<file path="src/rtl/delay_timer_mc.sv">
// delay_timer_mc: NUM_CH independent one-shot / delayed-operate / delayed-release / dual-delay timers.
// Optional macro DELAY_TIMER_RETRIG_EN makes one-shot pulses retriggerable.
module delay_timer_mc #(
  parameter int NUM_CH           = 4,
  parameter int WEIGHT_BIT_WIDTH = 8,
  parameter int TICK_DIV         = 1
) (
  input  logic                               clk,
  input  logic                               rst,
  input  logic [NUM_CH-1:0]                  trigger_in,
  input  logic [NUM_CH-1:0]                  mode_a,
  input  logic [NUM_CH-1:0]                  mode_b,
  input  logic [NUM_CH*WEIGHT_BIT_WIDTH-1:0] weighted_bits,
  output logic [NUM_CH-1:0]                  delay_out_n,
  output logic [NUM_CH-1:0]                  busy
);

  localparam int CW = WEIGHT_BIT_WIDTH + $clog2(TICK_DIV);
  localparam logic [CW-1:0] TDIV = CW'(TICK_DIV);

  typedef enum logic [1:0] {IDLE, OP_WAIT, ACTIVE, REL_WAIT} state_t;

  for (genvar c = 0; c < NUM_CH; c++) begin : g_ch
    state_t                      state_q, state_d;
    logic [CW-1:0]               cnt_q, cnt_d;
    logic [1:0]                  mode_q, mode_d;
    logic [WEIGHT_BIT_WIDTH-1:0] w_q, w_d;
    logic                        trig_q;
    logic                        out_n_q, out_n_d;
    logic                        busy_q, busy_d;
    logic [WEIGHT_BIT_WIDTH-1:0] w_in;
    logic [1:0]                  mode_in;
    logic                        trig, rise, term;
    logic [CW-1:0]               last_cnt;

    assign w_in     = weighted_bits[c*WEIGHT_BIT_WIDTH +: WEIGHT_BIT_WIDTH];
    assign mode_in  = {mode_b[c], mode_a[c]};
    assign trig     = trigger_in[c];
    assign rise     = trig & ~trig_q;
    // Latched weight is never zero outside IDLE, so D-1 cannot underflow.
    assign last_cnt = CW'(w_q) * TDIV - CW'(1);
    assign term     = (cnt_q == last_cnt);

    always_comb begin
      state_d = state_q;
      cnt_d   = cnt_q;
      mode_d  = mode_q;
      w_d     = w_q;
      unique case (state_q)
        IDLE: begin
          cnt_d  = '0;
          mode_d = mode_in;
          w_d    = w_in;
          if (w_in != '0) begin
            case (mode_in)
              2'b00:   if (rise) state_d = ACTIVE;
              2'b01:   if (trig) state_d = ACTIVE;
              default: if (trig) state_d = OP_WAIT;
            endcase
          end
        end
        OP_WAIT: begin
          if (term) begin
            state_d = ACTIVE;
            cnt_d   = '0;
          end else if (!trig) begin
            state_d = IDLE;
            cnt_d   = '0;
          end else begin
            cnt_d = cnt_q + CW'(1);
          end
        end
        ACTIVE: begin
          case (mode_q)
            2'b00: begin
`ifdef DELAY_TIMER_RETRIG_EN
              if (rise) begin
                cnt_d = '0;
              end else if (term) begin
                state_d = IDLE;
                cnt_d   = '0;
              end else begin
                cnt_d = cnt_q + CW'(1);
              end
`else
              if (term) begin
                state_d = IDLE;
                cnt_d   = '0;
              end else begin
                cnt_d = cnt_q + CW'(1);
              end
`endif
            end
            2'b10: if (!trig) state_d = IDLE;
            default: begin
              if (!trig) begin
                state_d = REL_WAIT;
                cnt_d   = '0;
              end
            end
          endcase
        end
        REL_WAIT: begin
          // Retrigger takes priority over the terminal count.
          if (trig) begin
            state_d = ACTIVE;
            cnt_d   = '0;
          end else if (term) begin
            state_d = IDLE;
            cnt_d   = '0;
          end else begin
            cnt_d = cnt_q + CW'(1);
          end
        end
        default: begin
          state_d = IDLE;
          cnt_d   = '0;
        end
      endcase
    end

    assign out_n_d = !((state_d == ACTIVE) || (state_d == REL_WAIT));
    assign busy_d  = (state_d != IDLE);

    always_ff @(posedge clk) begin
      if (rst) begin
        state_q <= IDLE;
        cnt_q   <= '0;
        mode_q  <= 2'b00;
        w_q     <= '0;
        trig_q  <= 1'b1;
        out_n_q <= 1'b1;
        busy_q  <= 1'b0;
      end else begin
        state_q <= state_d;
        cnt_q   <= cnt_d;
        mode_q  <= mode_d;
        w_q     <= w_d;
        trig_q  <= trig;
        out_n_q <= out_n_d;
        busy_q  <= busy_d;
      end
    end

    assign delay_out_n[c] = out_n_q;
    assign busy[c]        = busy_q;
  end

endmodule

</file>
<file path="config.mk">
export PLATFORM = sky130hd
export DESIGN_NAME = delay_timer_mc
export DESIGN_NICKNAME = d
export VERILOG_FILES = /design/src/rtl/delay_timer_mc.sv
export SDC_FILE = /design/constraint.sdc
export NUM_CORES = 1
export LEC_CHECK = 0
export BUFFER_PORTS_ARGS = -buffer_cell sky130_fd_sc_hd__buf_2
export CAP_MARGIN = 0
export CORE_UTILIZATION = 30
export DETAILED_ROUTE_END_ITERATION = 12
export GPL_TIMING_DRIVEN = 0
export SLEW_MARGIN = 40
export SYNTH_ARGS = -nofsm -noshare
export SYNTH_HDL_FRONTEND = slang
export SYNTH_SLANG_ARGS = --single-unit
</file>
<file path="constraint.sdc">
create_clock -name clk -period 2.3 [get_ports clk]
set_input_delay 0.115 -clock clk [delete_from_list [all_inputs] [get_ports clk]]
set_output_delay 0.115 -clock clk [all_outputs]
set_load 0.02 [all_outputs]
</file>
==> metrics.csv, run 1 <==
metric,value,unit
grt_pass1_vias,4470,
hp-class,input port to flip-flop,
synth-main-ff-cell,dfxtp_1,
drt-wirelength-per-cell,13.65,um
synth_commonest_cells,"nand2_1, dfxtp_1, a21oi_1",
cp.required,2.54,ns
p_sw_share,30.03,%
dp_slack,-0.2476,ns
synth.area.top_cells,"dfxtp_1, nand2_1, a21oi_1",
cp_max_fo,5,
synthDistinctLibCells,70,
totalPowerFinal,4.609,mW
initial_core_util,30.81,%
seq_power_share,40.4,%
clock_path_buffers,2,
wirelength,12.87,mm
root_buffer,clkbuf_16,
drive_above_1_share,22.82,%
grt_max_degree,15,
finalCritPeriodShare,106.9,%
synth.ff_latch_count,92,
grt_usage,15.00,%
powerDensity,718.2,nW/um^2
synth.most_common_cell,nand2_1,
drcViolationCount,0,
clk_latency,0.35,ns
finClkSkew,0.005181,ns
worstReg2RegStart,g_ch[0].w_q[0],
first_iter_violations,228,
clock_sinks,92,
gp_congestion,0.7963,
io_pins,54,
core.rowCount,47,
relSlewSlack,46.64,%
setup_violations,13,
vias_per_cell,4.960,
rsz0062_at_grt,yes,
cts_tree,yes,
post_dp_cell_area,5660,um^2
ys_warn_count,0,
tightest_slew,0.7957,ns
async_reset_ff_share,0,%
die_h,132.5,um
crit_start,g_ch[0].w_q[0],
synth-seq-area-share,36.04,%
core-area,16580,um^2
max_cap_violations,0,
finalNetCount,773,
final-max-slew-violation-count,0,
antenna_found_initial,0,
die_w,132.5,um
final_core_util,38.70,%
critPathKind,flip-flop to flip-flop,
start_kind,flip-flop,
syn_area_per_cell,7.947,um^2
area_growth,25.59,%
synth_top_cell_by_area,dfxtp_1,
fin_cells,943,
status,finished with violations,
fillers,1772,
drtPass1Iterations,4,
final_cell_area,6417,um^2
p_int,3.225,mW
violations,negative setup slack,
ir_worst_vdd,0.4205,mV
hold_violations,0,
gr-total-overflow,0,
syn_nets,697,
p_leak,2.476,nW
fmax,406.6,MHz
placed_cells,913,
cts_buffers,9,
synth.top_cell.area_share,36.04,%
p_clk_share,35.5,%
die_area,17560,um^2
num_vias,4677,
synth-edff-count,0,
grt_pass1_wl,21.51,mm
drtAntennaViolNets,0,
hp-start,weighted_bits[15],
hold_slack,0.01067,ns
regToRegSetupSlack,-0.16,ns
numPortBuffers,50,
diodes,0,
dp_hpwl,8.990,mm
p_sw,1.384,mW
setup_slack,-0.1597,ns
crit_path_end_kind,flip-flop,
setup_tns,-0.7533,ns
cts-htree-levels,3,
combPwrFrac,24.1,%
period_minus_slack,2.460,ns
path_clk_slew,0.07,ns
cp.arrival,2.70,ns
syn_inst,643,
netlist_area,5110,um^2
-- final timing paths --
| check | cells past startpoint | end |
|---|---|---|
| setup reg to reg | 7 | g_ch[0].busy_q |
| hold reg to reg | 2 | g_ch[2].mode_q[1] |
| setup / recovery | 7 | g_ch[0].busy_q |
| hold / removal | 3 | g_ch[1].w_q[7] |
-- metal layers --
metal	share of wire (%)	vias up	track usage [%]
met2	45	73	23.71
met1	50	2168	19.98
met5	0	-	0
met4	1.7	0	5.875
met3	3.0	12	3.027
li1	-	2424	-
-- area by class of cell --
cell class | count | area, um^2 | area share, %
sequential | 92 | 1859 | 28.97
clock inverter | 4 | 72.57 | 1.131
clock buffer | 11 | 252.7 | 3.938
inverter | 23 | 86.33 | 1.345
multi-input combinational | 491 | 3293 | 51.32
tap | 220 | 275.3 | 4.289
timing repair buffer | 66 | 389.1 | 6.064
buffer | 36 | 188.9 | 2.944
-- critical path, cell delays in order (launching register included) --
cell	delay [ns]
dfxtp_4	0.36
or4_4	0.55
nor2_4	0.12
nand3_2	0.11
a311oi_4	0.41
mux2_4	0.33
a211o_1	0.29
o21a_1	0.18
-- sequential cells by signal, indices dropped and copies added, names as in the netlist --
signal	count
g_ch.state_q	8
g_ch.mode_q	8
g_ch.w_q	32
g_ch.out_n_q	4
g_ch.cnt_q	32
g_ch.trig_q	4
g_ch.busy_q	4
-- cell usage in the layout (no fill, tap or decap), types with 6 or more instances in the layout --
master,n
a21o_1,6
nand2_1,112
nor2_1,37
clkbuf_1,21
xnor2_1,17
mux2i_1,7
nand3_1,16
a311oi_2,6
nor3b_1,8
a311oi_1,7
inv_1,20
o21ai_0,11
nor3_1,7
xor2_1,24
clkbuf_16,9
and3_1,11
a21oi_1,69
or2_2,7
dfxtp_1,84
ha_1,6
buf_2,52
nor4_1,9
a21oi_2,6
and2_1,7
buf_4,18
nand2b_1,17
-- repair_timing --
| action | 4_1_cts | 5_1_grt |
|---|---|---|
| pin swaps | 17 | 17 |
| endpoints found under the hold margin | 4 | 0 |
| cloned | 2 | 0 |
| setup buffers | 8 | 2 |
| gates resized for setup | 29 | 40 |
| setup endpoints to repair | 27 | 40 |
| hold buffers | 4 | 0 |
-- power groups by stage --
stage / registers (mW) / logic [mW] / clock network (mW)
floorplan: 1.85 / 0.747 / 0
global placement: 1.88 / 0.954 / 0
CTS: 1.85 / 1.05 / 1.69
global route: 1.88 / 1.25 / 1.74
finish: 1.86 / 1.11 / 1.64
detailed placement: 1.88 / 0.964 / 0
-- cell families (layout without fill, tap and decap cells) --
family / Yosys count / after routing / share of synthesized area, %
AOI/OAI and AO/OA: 159 / 159 / 20.89
adders and majority gates: 8 / 8 / 1.959
buffers and inverters: 60 / 140 / 5.460
and+or+nand+nor: 273 / 273 / 26.59
DFF: 92 / 92 / 36.04
xor gates and xnor gates: 41 / 41 / 7.027
muxes: 10 / 10 / 2.032
(Power assumes the default switching activity.)
==> inputs of run 2 (changes only) <==
--- a/config.mk
+++ b/config.mk
@@ -10,6 +10,7 @@
 export CORE_UTILIZATION = 30
 export DETAILED_ROUTE_END_ITERATION = 12
 export GPL_TIMING_DRIVEN = 0
+export SETUP_SLACK_MARGIN = 0.1
 export SLEW_MARGIN = 40
 export SYNTH_ARGS = -nofsm -noshare
 export SYNTH_HDL_FRONTEND = slang
==> run 2 against run 1 <==
Effect of this change:
- the flow still finishes with violations (negative setup slack)
- sequential power is essentially flat
- register-to-register slack worse by 0.03 ns
- fmax down 1.4%
- worst hold slack about the same
- core utilization increased by 0.41 points
- total power shrank 1.5%
- critical path type unchanged
==> metrics.csv, run 2 (synthesis results as in run 1) <==
metric,value,unit,change
status,finished with violations,,unchanged
violations,negative setup slack,,unchanged
relSlewSlack,40.47,%,was 46.64%
hp-class,input port to flip-flop,,unchanged
clock_path_buffers,2,,unchanged
die_h,132.5,um,unchanged
p_leak,2.498,nW,was 2.476 nW
fillers,1745,,was 1772
core.rowCount,47,,unchanged
powerDensity,699.6,nW/um^2,was 718.2 nW/um^2
hold_depth,3,,unchanged
grt_max_degree,14,,was 15
setup_violations,17,,was 13
grt_usage,14.79,%,was 15.00%
gr-total-overflow,0,,unchanged
initial_core_util,30.81,%,unchanged
regToRegSetupSlack,-0.19,ns,was -0.16 ns
start_kind,flip-flop,,unchanged
reg2reg_depth,11,,was 7
die_area,17560,um^2,unchanged
finClkSkew,0.007705,ns,was 0.005181 ns
vias_per_cell,5.056,,was 4.960
diodes,0,,unchanged
drive_above_1_share,24.07,%,was 22.82%
finalNetCount,777,,was 773
cp_max_fo,6,,was 5
ir_worst_vdd,0.4103,mV,was 0.4205 mV
hold_slack,0.01035,ns,was 0.01067 ns
cts_buffers,9,,unchanged
finalCritPeriodShare,108.4,%,was 106.9%
worstReg2RegStart,g_ch[2].w_q[1],,was g_ch[0].w_q[0]
path_clk_slew,0.07,ns,about the same
holdPathEnd,g_ch[3].w_q[2],,was g_ch[1].w_q[7]
gp_congestion,0.7826,,was 0.7963
clock_sinks,92,,unchanged
final_common_cell,nand2_1,,unchanged
totalPowerFinal,4.538,mW,was 4.609 mW
largestRegisters,"g_ch.cnt_q (32), g_ch.w_q (32)",,unchanged
drtAntennaViolNets,0,,unchanged
setup_slack,-0.1934,ns,was -0.1597 ns
drtPass1Iterations,5,,was 4
drt-wirelength-per-cell,13.43,um,was 13.65 um
layout_common_cells,"nand2_1, dfxtp_1, a21oi_1",,unchanged
die_w,132.5,um,unchanged
cts-htree-levels,3,,unchanged
area_growth,26.93,%,was 25.59%
cp.required,2.57,ns,was 2.54 ns
setup_tns,-1.654,ns,was -0.7533 ns
hold_violations,0,,unchanged
wirelength,12.71,mm,was 12.87 mm
clk_latency,0.35,ns,about the same
fmax,401.1,MHz,was 406.6 MHz
drcViolationCount,0,,unchanged
hp-start,weighted_bits[26],,was weighted_bits[15]
grt_pass1_wl,20.90,mm,was 21.51 mm
grt_pass1_vias,4296,,was 4470
num_vias,4788,,was 4677
dp_hpwl,8.884,mm,was 8.990 mm
cp.arrival,2.76,ns,was 2.70 ns
rsz0062_at_grt,yes,,unchanged
period_minus_slack,2.493,ns,was 2.460 ns
r2r-end,g_ch[2].cnt_q[4],,was g_ch[0].busy_q
numPortBuffers,50,,unchanged
antenna_found_initial,0,,unchanged
critPathKind,flip-flop to flip-flop,,unchanged
max_cap_violations,0,,unchanged
first_iter_violations,340,,was 228
final-max-slew-violation-count,0,,unchanged
crit_path_end_kind,flip-flop,,unchanged
root_buffer,clkbuf_16,,unchanged
core-area,16580,um^2,unchanged
cts_tree,yes,,unchanged
tightest_slew,0.8876,ns,was 0.7957 ns
io_pins,54,,unchanged
-- run 2: cell types whose count changed in the layout (fill, tap and decap cells not counted), moves of 3 or more --
cell      delta
a21oi_1      -3
a311oi_2     -3
a21oi_2      +3
buf_4        +3
a311oi_1     +3
-- run 2: layer usage --
| layer | GRT usage, % | share of wire [%] | routed length, um | vias to the layer above |
|---|---|---|---|---|
| met5 | 0 | 0 | 0 | - |
| met4 | 4.853 | 1.8 | 223 | 0 |
| met3 | 3.295 | 5.2 | 658 | 16 |
| met2 | 22.34 | 43 | 5414 | 131 |
| met1 | 20.69 | 50 | 6417 | 2205 |
| li1 | - | - | - | 2436 |
-- run 2: stage by stage --
stage	std cells	setup slack [ns]	utilization, %	area [um^2]
floorplan	643	0.007391	-	5177
finish	947	-0.1934	39.11	6486
global route	947	-0.2876	39.11	6486
global placement	913	-0.1626	34.39	5703
CTS	939	-0.1260	37.78	6266
detailed placement	913	-0.1658	34.42	5708
-- run 2: area by class of cell --
class,instances,area [um^2],share of cell area [%]
Clock buffer,14,274.0,4.225
Clock inverter,1,30.03,0.4630
Inverter,23,88.84,1.370
Buffer,37,193.9,2.990
Tap cell,220,275.3,4.244
Sequential cell,92,1867,28.78
Timing Repair Buffer,69,427.9,6.597
Multi-Input combinational cell,491,3329,51.33
-- run 2: how the worst max path moves through the flow --
stage,depth (start not counted),endpoint,slack [ns],from
floorplan,7,g_ch[0].busy_q,0.007,g_ch[0].w_q[1]
global placement,10,g_ch[2].cnt_q[5],-0.16,g_ch[2].w_q[1]
detailed placement,10,g_ch[2].cnt_q[5],-0.17,g_ch[2].w_q[1]
CTS,7,g_ch[0].busy_q,-0.13,g_ch[0].w_q[1]
global route,11,g_ch[2].cnt_q[2],-0.29,g_ch[2].w_q[1]
finish,11,g_ch[2].cnt_q[4],-0.19,g_ch[2].w_q[1]
-- run 2: timing repair --
| action | CTS | global route |
|---|---|---|
| hold endpoints to repair | 3 | 0 |
| pin swaps | 32 | 25 |
| setup buffers | 6 | 8 |
| cloned | 2 | 0 |
| hold buffers | 3 | 0 |
| resized for setup | 40 | 34 |
| endpoints found under the setup margin | 35 | 43 |
-- run 2: worst max-delay path, stage by stage (launching register included) --
cell       delay [ns]
dfxtp_4          0.36
inv_2            0.06
ha_4             0.11
or3b_4           0.40
o31a_1           0.26
o2111ai_2        0.22
a311oi_4         0.09
buf_4            0.17
a21oi_4          0.21
buf_6            0.13
or2b_1           0.21
a311oi_1         0.19
-- run 2: where the power goes --
part / total, mW / switching [mW] / internal, mW
Combinational: 1.13 / 0.620 / 0.512
Sequential: 1.86 / 0.142 / 1.72
Clock: 1.54 / 0.617 / 0.927
